--- src/rtl/layer_argmax_seq.sv ---
// layer_argmax_seq
// Sequential argmax over the NUM_IN post-ReLU outputs of the final dense
// layer of the ECG classifier. A packed vector is accepted through a
// valid/ready handshake and captured internally. One element is then compared
// per clock on a single comparator. The index of the largest element is
// reported as the predicted class and held until the consumer takes it.
//
// Ports
//   i_clk        rising-edge clock
//   i_reset      asynchronous active-low reset (0 = reset asserted)
//   i_in_valid   i_in_vec holds a complete layer result
//   o_in_ready   block can accept a vector (IDLE only)
//   i_in_vec     packed node outputs, element k = i_in_vec[k*DATA_W +: DATA_W]
//   o_out_valid  o_out_class (and o_out_score) valid
//   i_out_ready  consumer accepts the result
//   o_out_class  index of the maximum element
//   o_busy       high in SCAN or HOLD
//   o_out_score  value of the maximum element (only with ARGMAX_SCORE_EN)
//
// Build option
//   ARGMAX_SCORE_EN  adds the o_out_score output port.
//
// state | meaning
// ------+---------------------------------------------------------------
// IDLE  | waiting for a vector; o_in_ready=1
// SCAN  | comparing element[cnt] against the running best, one per clock
// HOLD  | result presented on o_out_valid/o_out_class until i_out_ready

module layer_argmax_seq #(
  parameter int NUM_IN = 12,
  parameter int DATA_W = 8,
  parameter int IDX_W  = 4
) (
  input  logic                     i_clk,
  input  logic                     i_reset,
  input  logic                     i_in_valid,
  output logic                     o_in_ready,
  input  logic [NUM_IN*DATA_W-1:0] i_in_vec,
  output logic                     o_out_valid,
  input  logic                     i_out_ready,
  output logic [IDX_W-1:0]         o_out_class,
  output logic                     o_busy
`ifdef ARGMAX_SCORE_EN
  ,
  output logic [DATA_W-1:0]        o_out_score
`endif
);

  localparam logic [1:0] S_IDLE = 2'd0;
  localparam logic [1:0] S_SCAN = 2'd1;
  localparam logic [1:0] S_HOLD = 2'd2;

  logic [1:0]              r_state;
  logic [NUM_IN*DATA_W-1:0] r_vec;
  logic [DATA_W-1:0]       r_best_val;
  logic [IDX_W-1:0]        r_best_idx;
  logic [IDX_W-1:0]        r_cnt;

  logic [DATA_W-1:0]       w_elem;
  logic                    w_last;
  logic                    w_better;

  // Element select from the captured vector. Written as a compare-per-slot
  // mux so that counter values beyond NUM_IN-1 read as zero, not out of range.
  always_comb begin
    w_elem = '0;
    for (int k = 0; k < NUM_IN; k++) begin
      if (r_cnt == IDX_W'(k)) begin
        w_elem = r_vec[k*DATA_W +: DATA_W];
      end
    end
  end

  assign w_last   = (r_cnt == IDX_W'(NUM_IN - 1));
  // A strict compare makes ties keep the earlier (lower) index.
  assign w_better = (w_elem > r_best_val);

  always_ff @(posedge i_clk or negedge i_reset) begin
    if (!i_reset) begin
      r_state    <= S_IDLE;
      r_vec      <= '0;
      r_best_val <= '0;
      r_best_idx <= '0;
      r_cnt      <= '0;
    end else begin
      case (r_state)
        S_IDLE: begin
          if (i_in_valid) begin
            r_vec      <= i_in_vec;
            r_best_val <= i_in_vec[DATA_W-1:0];
            r_best_idx <= '0;
            r_cnt      <= IDX_W'(1);
            r_state    <= S_SCAN;
          end
        end
        S_SCAN: begin
          if (w_better) begin
            r_best_val <= w_elem;
            r_best_idx <= r_cnt;
          end
          if (w_last) begin
            r_state <= S_HOLD;
          end else begin
            r_cnt <= r_cnt + 1'b1;
          end
        end
        S_HOLD: begin
          if (i_out_ready) begin
            r_state <= S_IDLE;
          end
        end
        default: r_state <= S_IDLE;
      endcase
    end
  end

  assign o_in_ready  = (r_state == S_IDLE);
  assign o_out_valid = (r_state == S_HOLD);
  assign o_busy      = (r_state == S_SCAN) || (r_state == S_HOLD);
  assign o_out_class = r_best_idx;

`ifdef ARGMAX_SCORE_EN
  assign o_out_score = r_best_val;
`endif

endmodule

--- config.mk ---
export PLATFORM = sky130hd
export DESIGN_NAME = layer_argmax_seq
export DESIGN_NICKNAME = d
export VERILOG_FILES = /design/src/rtl/layer_argmax_seq.sv
export SDC_FILE = /design/constraint.sdc
export NUM_CORES = 1
export LEC_CHECK = 0
export ABC_AREA = 1
export BUFFER_PORTS_ARGS = -buffer_cell sky130_fd_sc_hd__buf_2
export CAP_MARGIN = 20
export CORE_UTILIZATION = 56
export DETAILED_ROUTE_END_ITERATION = 8
export PLACE_DENSITY = 0.83
export SYNTH_ARGS = -nofsm -noshare
export SYNTH_HDL_FRONTEND = slang
export SYNTH_SLANG_ARGS = --single-unit
--- constraint.sdc ---
create_clock -name i_clk -period 3.63 [get_ports i_clk]
set_clock_uncertainty 0.05 [all_clocks]
set_input_delay 0.1815 -clock i_clk [delete_from_list [all_inputs] [get_ports i_clk]]
set_output_delay 0.1815 -clock i_clk [all_outputs]
set_load 0.02 [all_outputs]
==> impl_metrics.ini, run 1 <==
[floorplan]
core_area_sq_um = 10300
initial_utilization = 0.578
die_y_um = 105
die_w_um = 105
ios = 107
die_area_sq_um = 11100
placementRows = 37

[detailed_routing]
drt-initial-drc-count = 829
drt-pass1-iter-count = 8
vias = 6102
totalWireLength_mm = 20.3
vias_per_cell = 5.81
ant_nets = 0
wl_per_cell_um = 19.3
drc = 0

[grt]
grt_overflow = 0
grt_pass1_vias = 5985
grt_pass1_wl_mm = 28.7
grt_max_degree = 68
antenna_found_initial = 1
track_usage = 0.343

[clock_tree]
clockRootBuffer = clkbuf_8
cts_made_buffers = 17
cts_tree = yes
cts_sinks = 114
cts_buffer_depth = 2
clkTransAtPathRegs_ns = 0.06
cts_htree_levels = 4
insertion_delay_ns = 0.54

[synthesis]
synthCells = 683
synth_ff_type = dfrtp_1
syn_avg_cell_area_sq_um = 8.73
yosys_warnings = 0
syn_area_sq_um = 5960
syn_nets = 798
synth_edf_count = 0
synth-async-reset-ratio = 1.00
ys_seq_area_frac = 0.478
ys_seq_elements = 114
ys_types = 28

[placed_design]
dp_slack_ns = 0.168
io_buffers = 106
place.gp.congestion = 0.847
hpwl_mm = 10.2

[sta]
final_hold_viol_count = 0
relSlewSlack = 0.533
worst_slew_pin_slew_ns = 0.700
setup_viol = 2
period_minus_slack_ns = 3.66
fmax_mhz = 274
finalCritPeriodShare = 1.01
layout_setup_ws_ns = -0.0255
slew_viol_final = 0

[worst_setup_path]
cp.required_ns = 4.01
worst_setup_path_end_kind = flip-flop
worstSetupStartpointType = flip-flop
cp_max_fo = 15
critPathArrivalTime_ns = 4.03
critPathKind = flip-flop to flip-flop

[power]
combPwrFrac = 0.486
ir_worst_vdd_v = 0.000615
switching_share = 0.421
p_total_uw = 7970
internal-power_uw = 4620
leakagePower_uw = 0.00420
seqPwrFrac = 0.298
power_switching_uw = 3360
clkPwrFrac = 0.216
powerDensity_nw_per_um2 = 944

[worst_hold_path]
hold_path.class = primary input to flip-flop

[status]
violations = negative setup slack
status = finished with violations

[flow_run]
drv_cap = 0

[layout]
drive_gt1_frac = 0.298
nNetsFinal = 1015
area_delta_synth_final_pct = 41.7
## logic make-up after synthesis
family	count (synthesis)	synth area share
muxes	79	0.149
buffers and inverters	110	0.0751
and+or+nand+nor	311	0.217
adders and majority gates	15	0.0315
DFF	114	0.478
AOI/OAI and AO/OA	54	0.0489
## layout make-up
class,instances,area [sq um]
Multi-Input combinational cell,459,2770
Clock inverter,10,130
Fill cell,500,1880
Timing Repair inverter,1,5.00
Sequential cell,114,2860
Inverter,82,320
Timing Repair Buffer,225,1720
Clock buffer,22,473
Tap cell,136,170
Antenna cell,1,2.50
## power by group through the flow
stage | clock, uW | combinational [uW] | sequential (uW)
after CTS | 1690 | 3210 | 2280
after global routing | 1770 | 4180 | 2410
final | 1720 | 3880 | 2380
after detailed placement | 0 | 3080 | 2290
after global placement | 0 | 2920 | 2270
after floorplan | 0 | 2310 | 2170
## stage by stage
stage          area, sq um  TNS, ns   util  hold WS, ns  cells
3_3_place_gp          6640        0  0.643        0.363    909
3_5_place_dp          6660        0  0.645       0.0831    910
2_1_floorplan         5960        0      -       -0.164    683
6_report              8450  -0.0389  0.818       0.0433   1050
4_1_cts               8240        0  0.798       0.0449   1039
5_1_grt               8450    -2.35  0.818       0.0893   1050
## registers in the layout (all words and copies together), names as in the netlist
| register | flops |
|---|---|
| r_best_val | 8 |
| r_state | 2 |
| r_vec | 96 |
| r_cnt | 4 |
| o_out_class | 4 |
## worst max-delay path: stages, from the launching register on
cell	delay, ns
dfrtp_2	0.45
inv_4	0.11
ha_4	0.17
clkinvlp_4	0.16
buf_4	0.17
nor2_1	0.19
inv_2	0.18
o21ai_0	0.15
nand3b_1	0.16
nand2_1	0.09
nand2_1	0.08
nand2_1	0.07
inv_1	0.13
ha_4	0.23
a21oi_2	0.14
o21ai_1	0.08
a21oi_1	0.14
o21ai_1	0.07
o21ai_0	0.09
nand2_1	0.12
nand2_2	0.13
buf_12	0.15
nor2_1	0.05
nand2_1	0.08
nand2_1	0.07
## per-layer routing
layer | global-route usage | wire [um]
met1 | 0.393 | 7250
met2 | 0.588 | 9850
met3 | 0.0792 | 1760
met4 | 0.192 | 1440
met5 | 0 | 0
## cell usage after synthesis, drive strengths merged, types with 7 or more instances
| library cell | number | area (sq um) |
|---|---|---|
| nand3 | 32 | 160 |
| clkbuf | 7 | 26.3 |
| nand2 | 170 | 646 |
| nand3b | 8 | 60.1 |
| nor2 | 88 | 345 |
| inv | 82 | 308 |
| a21oi | 21 | 105 |
| dfrtp | 114 | 2850 |
| buf | 21 | 114 |
| o21ai | 27 | 139 |
| ha | 15 | 188 |
| mux2 | 79 | 890 |
| nand4 | 9 | 56.3 |
## repair_timing
item                                    in CTS  in global routing
endpoints found under the hold margin      198                  0
hold buffers                                97                  0
endpoints found under the setup margin       0                 12
resized for setup                            0                 30
buffers inserted                             0                  8
## worst paths after layout
| path | slack [ns] | cells after the start | to | start |
|---|---|---|---|---|
| min | 0.04 | 4 | r_state[1]$_DFFE_PN0P_ | i_out_ready |
| max | -0.03 | 24 | r_best_val[2]$_DFFE_PN0P_ | r_cnt[1]$_DFFE_PN0P_ |
| min in group asynchronous | 0.06 | 2 | r_vec[8]$_DFFE_PN0P_ | i_reset |
| min reg2reg | 0.46 | 1 | r_vec[10]$_DFFE_PN0P_ | r_vec[10]$_DFFE_PN0P_ |
| max in group asynchronous | 2.47 | 4 | r_vec[66]$_DFFE_PN0P_ | i_reset |
| max reg2reg | -0.03 | 24 | r_best_val[2]$_DFFE_PN0P_ | r_cnt[1]$_DFFE_PN0P_ |
## cells in the final DEF (no fill, tap or decap), drive strengths merged
| cell type | n |
|---|---|
| nand2 | 170 |
| nor2 | 88 |
| a21oi | 21 |
| nor3 | 2 |
| nor3b | 2 |
| nand3b | 8 |
| dfrtp | 114 |
| dlygate4sd3 | 97 |
| clkbuf | 23 |
| a221oi | 1 |
| nand3 | 32 |
| bufinv | 3 |
| buf | 127 |
| mux2 | 79 |
| clkinvlp | 5 |
| clkinv | 5 |
| ha | 15 |
| o31ai | 3 |
| diode | 1 |
| o21ai | 27 |
| nand4 | 9 |
| o221ai | 1 |
| a21boi | 1 |
| inv | 80 |
Power figures use the tool's default switching activity.
==> run 2: changes to the inputs <==
MAX_ROUTING_LAYER = met4   (was not set)
SKIP_LAST_GASP = 1   (was not set)
==> impl_metrics.ini, run 2 (same netlist as run 1, synthesis figures left out) <==
[detailed_routing]
drt-pass1-iter-count = 9
vias_per_cell = 5.63
wl_per_cell_um = 17.7
totalWireLength_mm = 18.5
drc = 0
drt-initial-drc-count = 645
vias = 5887
ant_nets = 0

[clock_tree]
cts_htree_levels = 4
cts_tree = yes
clkTransAtPathRegs_ns = 0.06
cts_made_buffers = 17
clockRootBuffer = clkbuf_8
insertion_delay_ns = 0.53
cts_buffer_depth = 2
cts_sinks = 114

[worst_setup_path]
critPathSlowestCell = dfrtp_2
path_buf_inv = 4
worstSetupStartpointType = flip-flop
worstSetupStartpoint = r_cnt[0]$_DFFE_PN0P_
cp.required_ns = 4.04
cp_top_family = simple AND/OR/NAND/NOR gates
timing.rr.end = r_best_val[6]$_DFFE_PN0P_
worst_setup_path_end_kind = flip-flop
rr_worst_depth = 27
timing.rr.start = r_cnt[0]$_DFFE_PN0P_
critPathKind = flip-flop to flip-flop
cpMostUsedCell = nand2_1
max_stage_delay_ns = 0.45
cp_max_fo = 24
r2r_slack_ns = 0.11
critPathArrivalTime_ns = 3.93

[sta]
relSlewSlack = 0.546
slew_viol_final = 0
period_minus_slack_ns = 3.52
final_hold_viol_count = 0
setup_viol = 0
fmax_mhz = 284
finalCritPeriodShare = 0.970
layout_setup_ws_ns = 0.109
worst_slew_pin_slew_ns = 0.680

[layout]
mostFrequentLayoutCells = nand2_1 (167), dfrtp_1 (110), buf_2 (105), dlygate4sd3_1 (97), nor2_1 (84)
reg_top3 = r_vec: 96 flops, r_best_val: 8 flops
drive_gt1_frac = 0.283
largest_reg_flops = 96
nNetsFinal = 1012
diodes = 0
area_delta_synth_final_pct = 38.4
layout_commonest_cell = nand2_1
registers.top_by_ff_count = r_vec
final_cells = 1045
fin_util = 0.799

[status]
status = completed

[floorplan]
ios = 107
core_area_sq_um = 10300
initial_utilization = 0.578
die_w_um = 105
die_area_sq_um = 11100
placementRows = 37
die_y_um = 105

[placed_design]
hpwl_mm = 10.3
dp_cells = 912
place.gp.congestion = 0.881
io_buffers = 106
dp_slack_ns = 0.191

[grt]
grt_overflow = 0
antenna_found_initial = 0
grt_pass1_wl_mm = 27.7
grt_max_degree = 58
grt_pass1_vias = 5727
track_usage = 0.343

[power]
ir_worst_vdd_v = 0.000541
leakagePower_uw = 0.00415
powerDensity_nw_per_um2 = 897
p_total_uw = 7400

[worst_hold_path]
worstHoldStart = i_out_ready
hold_path.class = primary input to flip-flop
hold_end = r_state[0]$_DFFE_PN0P_
min_delay_path_depth = 4

[flow_run]
drv_cap = 0
-- run 2: report_power, final --
| group | switching, uW | total (uW) | internal, uW |
|---|---|---|---|
| sequential | 417 | 2340 | 1920 |
| combinational | 2090 | 3550 | 1460 |
| clock | 571 | 1520 | 951 |
| total | 3080 | 7400 | 4330 |
-- run 2: worst max-delay path by stage --
stage | to | cells past startpoint
final | r_best_val[6]$_DFFE_PN0P_ | 27
after global routing | r_best_val[6]$_DFFE_PN0P_ | 27
after CTS | r_best_val[4]$_DFFE_PN0P_ | 26
after detailed placement | r_best_val[4]$_DFFE_PN0P_ | 26
after global placement | r_best_val[7]$_DFFE_PN0P_ | 26
after floorplan | r_best_val[3]$_DFFE_PN0P_ | 25
-- run 2: what timing repair did --
| item | in CTS | in global routing |
|---|---|---|
| endpoints found under the setup margin | 0 | 12 |
| gates resized for setup | 0 | 18 |
| hold buffers | 97 | 0 |
| hold endpoints to repair | 155 | 0 |
| buffers inserted | 0 | 6 |
-- run 2: worst register-to-register path, stage by stage, from the launching register on --
cell      delay, ns
dfrtp_2        0.45
inv_2          0.12
ha_4           0.18
nand2_4        0.13
o21ai_1        0.18
inv_1          0.07
nand2_1        0.10
nand2_1        0.07
nand2_1        0.07
nand2_1        0.06
nand2_1        0.07
nand3b_1       0.09
nand2_1        0.13
nand2_1        0.06
nand2_1        0.08
inv_1          0.05
ha_1           0.30
nand2_1        0.07
o21ai_0        0.21
a21oi_1        0.09
o21ai_0        0.14
o21ai_0        0.10
nand2_1        0.06
nand2_1        0.08
buf_12         0.18
nor2_1         0.11
nand2_1        0.09
nand2_1        0.08
-- run 2: layer usage --
layer	GRT usage	up-vias	part of all wire
met5	-	-	0
met4	0.192	0	0.064
met3	0.0742	135	0.073
met2	0.584	381	0.50
met1	0.370	2762	0.36
li1	-	2609	-
-- run 2: final cells by class --
cell class                      count  area (sq um)
Sequential cell                   114          2860
Multi-Input combinational cell    459          2720
Fill cell                         584          2070
Timing Repair Buffer              223          1670
Clock buffer                       25           474
Inverter                           82           308
Tap cell                          136           170
Clock inverter                      6          55.1
-- run 2: per-stage QoR --
| stage | hold WS [ns] | setup TNS (ns) | area, sq um |
|---|---|---|---|
| 3_3_place_gp | 0.199 | 0 | 6660 |
| 3_5_place_dp | 0.211 | 0 | 6660 |
| 5_1_grt | 0.0948 | -0.738 | 8250 |
| 2_1_floorplan | -0.164 | 0 | 5960 |
| 6_report | 0.0568 | 0 | 8250 |
| 4_1_cts | 0.0348 | 0 | 8160 |
==> run 3: changes to the inputs <==
ABC_AREA = not set   (was 1)
==> impl_metrics.ini, run 3 <==
[synthesis]
ys_types = 52
synth_edf_count = 0
yosys_warnings = 0
synth_top_area_share = 0.484
synthCells = 505
syn_area_sq_um = 5900
synth-async-reset-ratio = 1.00
synth_common_cells = dfrtp_1 (114), mux2_2 (103), nand2_1 (40), a21oi_1 (21)
synth_fa_ha_area_frac = 0.0318
synth_ff_type = dfrtp_1
synth_compound_area_frac = 0.143
ys_seq_area_frac = 0.484
yosys.area.top_type = dfrtp_1
syn_nets = 620
synth_area_leaders = dfrtp_1 (48%), mux2_2 (20%), ha_1 (3.2%), nand2_1 (2.5%), nand3b_1 (2.3%)
synthXorXnorAreaFrac = 0
yosys.area_share.simple = 0.0978
synth_top_family_by_area = multiplexers
ys_seq_elements = 114
synth.most_common_cell = dfrtp_1
syn_avg_cell_area_sq_um = 11.7
synth_mux_area_frac = 0.203

[grt]
antenna_found_initial = 0
grt_pass1_vias = 5374
track_usage = 0.362
grt_max_degree = 84
grt_pass1_wl_mm = 28.7
grt_overflow = 0

[layout]
largest_reg_flops = 96
layout_commonest_cell = dfrtp_1
registers.top_by_ff_count = r_vec
drive_gt1_frac = 0.385
fin_util = 0.809
nNetsFinal = 829
area_delta_synth_final_pct = 41.0
num-fill-cells = 607
diodes = 0
mostFrequentLayoutCells = dfrtp_1 (113), buf_2 (105), mux2_2 (103), dlygate4sd3_1 (98), nand2_1 (39)
reg_top3 = r_vec: 96 flops, r_best_val: 8 flops

[floorplan]
initial_utilization = 0.574
core_area_sq_um = 10300
die_y_um = 105
die_area_sq_um = 10900
ios = 107
placementRows = 37
die_w_um = 105

[clock_tree]
clkTransAtPathRegs_ns = 0.06
cts_sinks = 114
cts_tree = yes
clockRootBuffer = clkbuf_8
insertion_delay_ns = 0.54
cts_buffer_depth = 2
cts_htree_levels = 4
cts_made_buffers = 17

[sta]
worst_slew_pin_slew_ns = 0.635
final_hold_viol_count = 0
relSlewSlack = 0.577
setup_viol = 0
slew_viol_final = 0
whs_ns = 0.0278
rsz0062_at_grt = false
finalCritPeriodShare = 0.961
fmax_mhz = 287
period_minus_slack_ns = 3.49
setup-tns-final_ns = 0

[power]
powerDensity_nw_per_um2 = 920
leakagePower_uw = 0.00379
ir_worst_vdd_v = 0.000501
p_total_uw = 7650

[worst_setup_path]
worst_setup_path_end_kind = flip-flop
cp_cell_sequence = inv_2, ha_2, buf_6, nand2_1, a311o_1, a221o_1, nand2_1, ha_1, and3_1, o21ai_1, a31o_1, a211oi_2, buf_6, mux2_2
critPathSlowestCell = dfrtp_1
r2r_slack_ns = 0.14
critPathKind = flip-flop to flip-flop
cp.required_ns = 4.00
cp_max_fo = 24
rr_worst_depth = 14
path_buf_inv = 3
max_stage_delay_ns = 0.45
worstSetupStartpointType = flip-flop
cp_top_family = compound AO/OA/AOI/OAI gates
crit_cells = 14
critPathArrivalTime_ns = 3.86

[status]
status = completed

[detailed_routing]
ant_nets = 0
vias = 5278
drt-initial-drc-count = 456
wl_per_cell_um = 21.4
vias_per_cell = 6.12
totalWireLength_mm = 18.5
drc = 0
drt-pass1-iter-count = 6

[placed_design]
place.gp.congestion = 0.929
hpwl_mm = 11.2
io_buffers = 106

[flow_run]
drv_cap = 0

[worst_hold_path]
hold_path.class = primary input to async pin
==> run 3: per-layer routing <==
metal,routed length [um],global-route usage,vias up
li1,-,-,2285
met1,6800,0.405,2616
met2,9650,0.623,308
met3,1190,0.0749,69
met4,832,0.165,0
met5,0,-,-
==> run 3: worst paths after layout <==
path | start | end
setup / recovery | r_cnt[1]$_DFFE_PN0P_ | r_best_val[7]$_DFFE_PN0P_
hold / removal | i_reset | r_vec[36]$_DFFE_PN0P_
setup reg to reg | r_cnt[1]$_DFFE_PN0P_ | r_best_val[7]$_DFFE_PN0P_
hold reg to reg | r_vec[61]$_DFFE_PN0P_ | r_vec[61]$_DFFE_PN0P_
max in group asynchronous | i_reset | r_vec[58]$_DFFE_PN0P_
min in group i_clk | i_out_ready | r_state[1]$_DFFE_PN0P_
==> run 3: layout make-up <==
| cell class | count | area [sq um] | area share |
|---|---|---|---|
| sequential | 114 | 2850 | 0.343 |
| timing repair buffer | 224 | 1720 | 0.206 |
| clock buffer | 22 | 473 | 0.0569 |
| clock inverter | 10 | 178 | 0.0214 |
| multi-input combinational | 336 | 2840 | 0.342 |
| tap | 136 | 170 | 0.0205 |
| inverter | 21 | 81.3 | 0.00978 |
==> run 3: power breakdown <==
group / internal [uW] / switching, uW / total, uW
combinational: 1640 / 1680 / 3320
clock: 1250 / 608 / 1860
sequential: 1920 / 541 / 2460
==> run 3: cells by family (layout without fill, tap and decap cells) <==
| kind of cell | Yosys count | count (layout) |
|---|---|---|
| adder cells (fa/ha/maj) | 15 | 15 |
| AND/OR/NAND/NOR | 105 | 105 |
| multiplexers | 107 | 107 |
| buffers and inverters | 55 | 277 |
| AO/OA/AOI/OAI | 109 | 109 |
| flip-flops | 114 | 114 |
==> run 3: timing repair <==
item,4_1_cts,5_1_grt
setup endpoints to repair,0,12
resized for setup,0,12
endpoints found under the hold margin,179,0
buffers inserted,0,1
hold buffers,98,0
==> run 3: metrics by stage <==
step           setup WS (ns)  instance area, sq um  instances
2_1_floorplan          0.348                  5900        505
3_3_place_gp           0.250                  6580        730
3_5_place_dp          0.0701                  6610        731
4_1_cts               0.0595                  8240        861
5_1_grt             0.000907                  8310        863
6_report               0.141                  8310        863
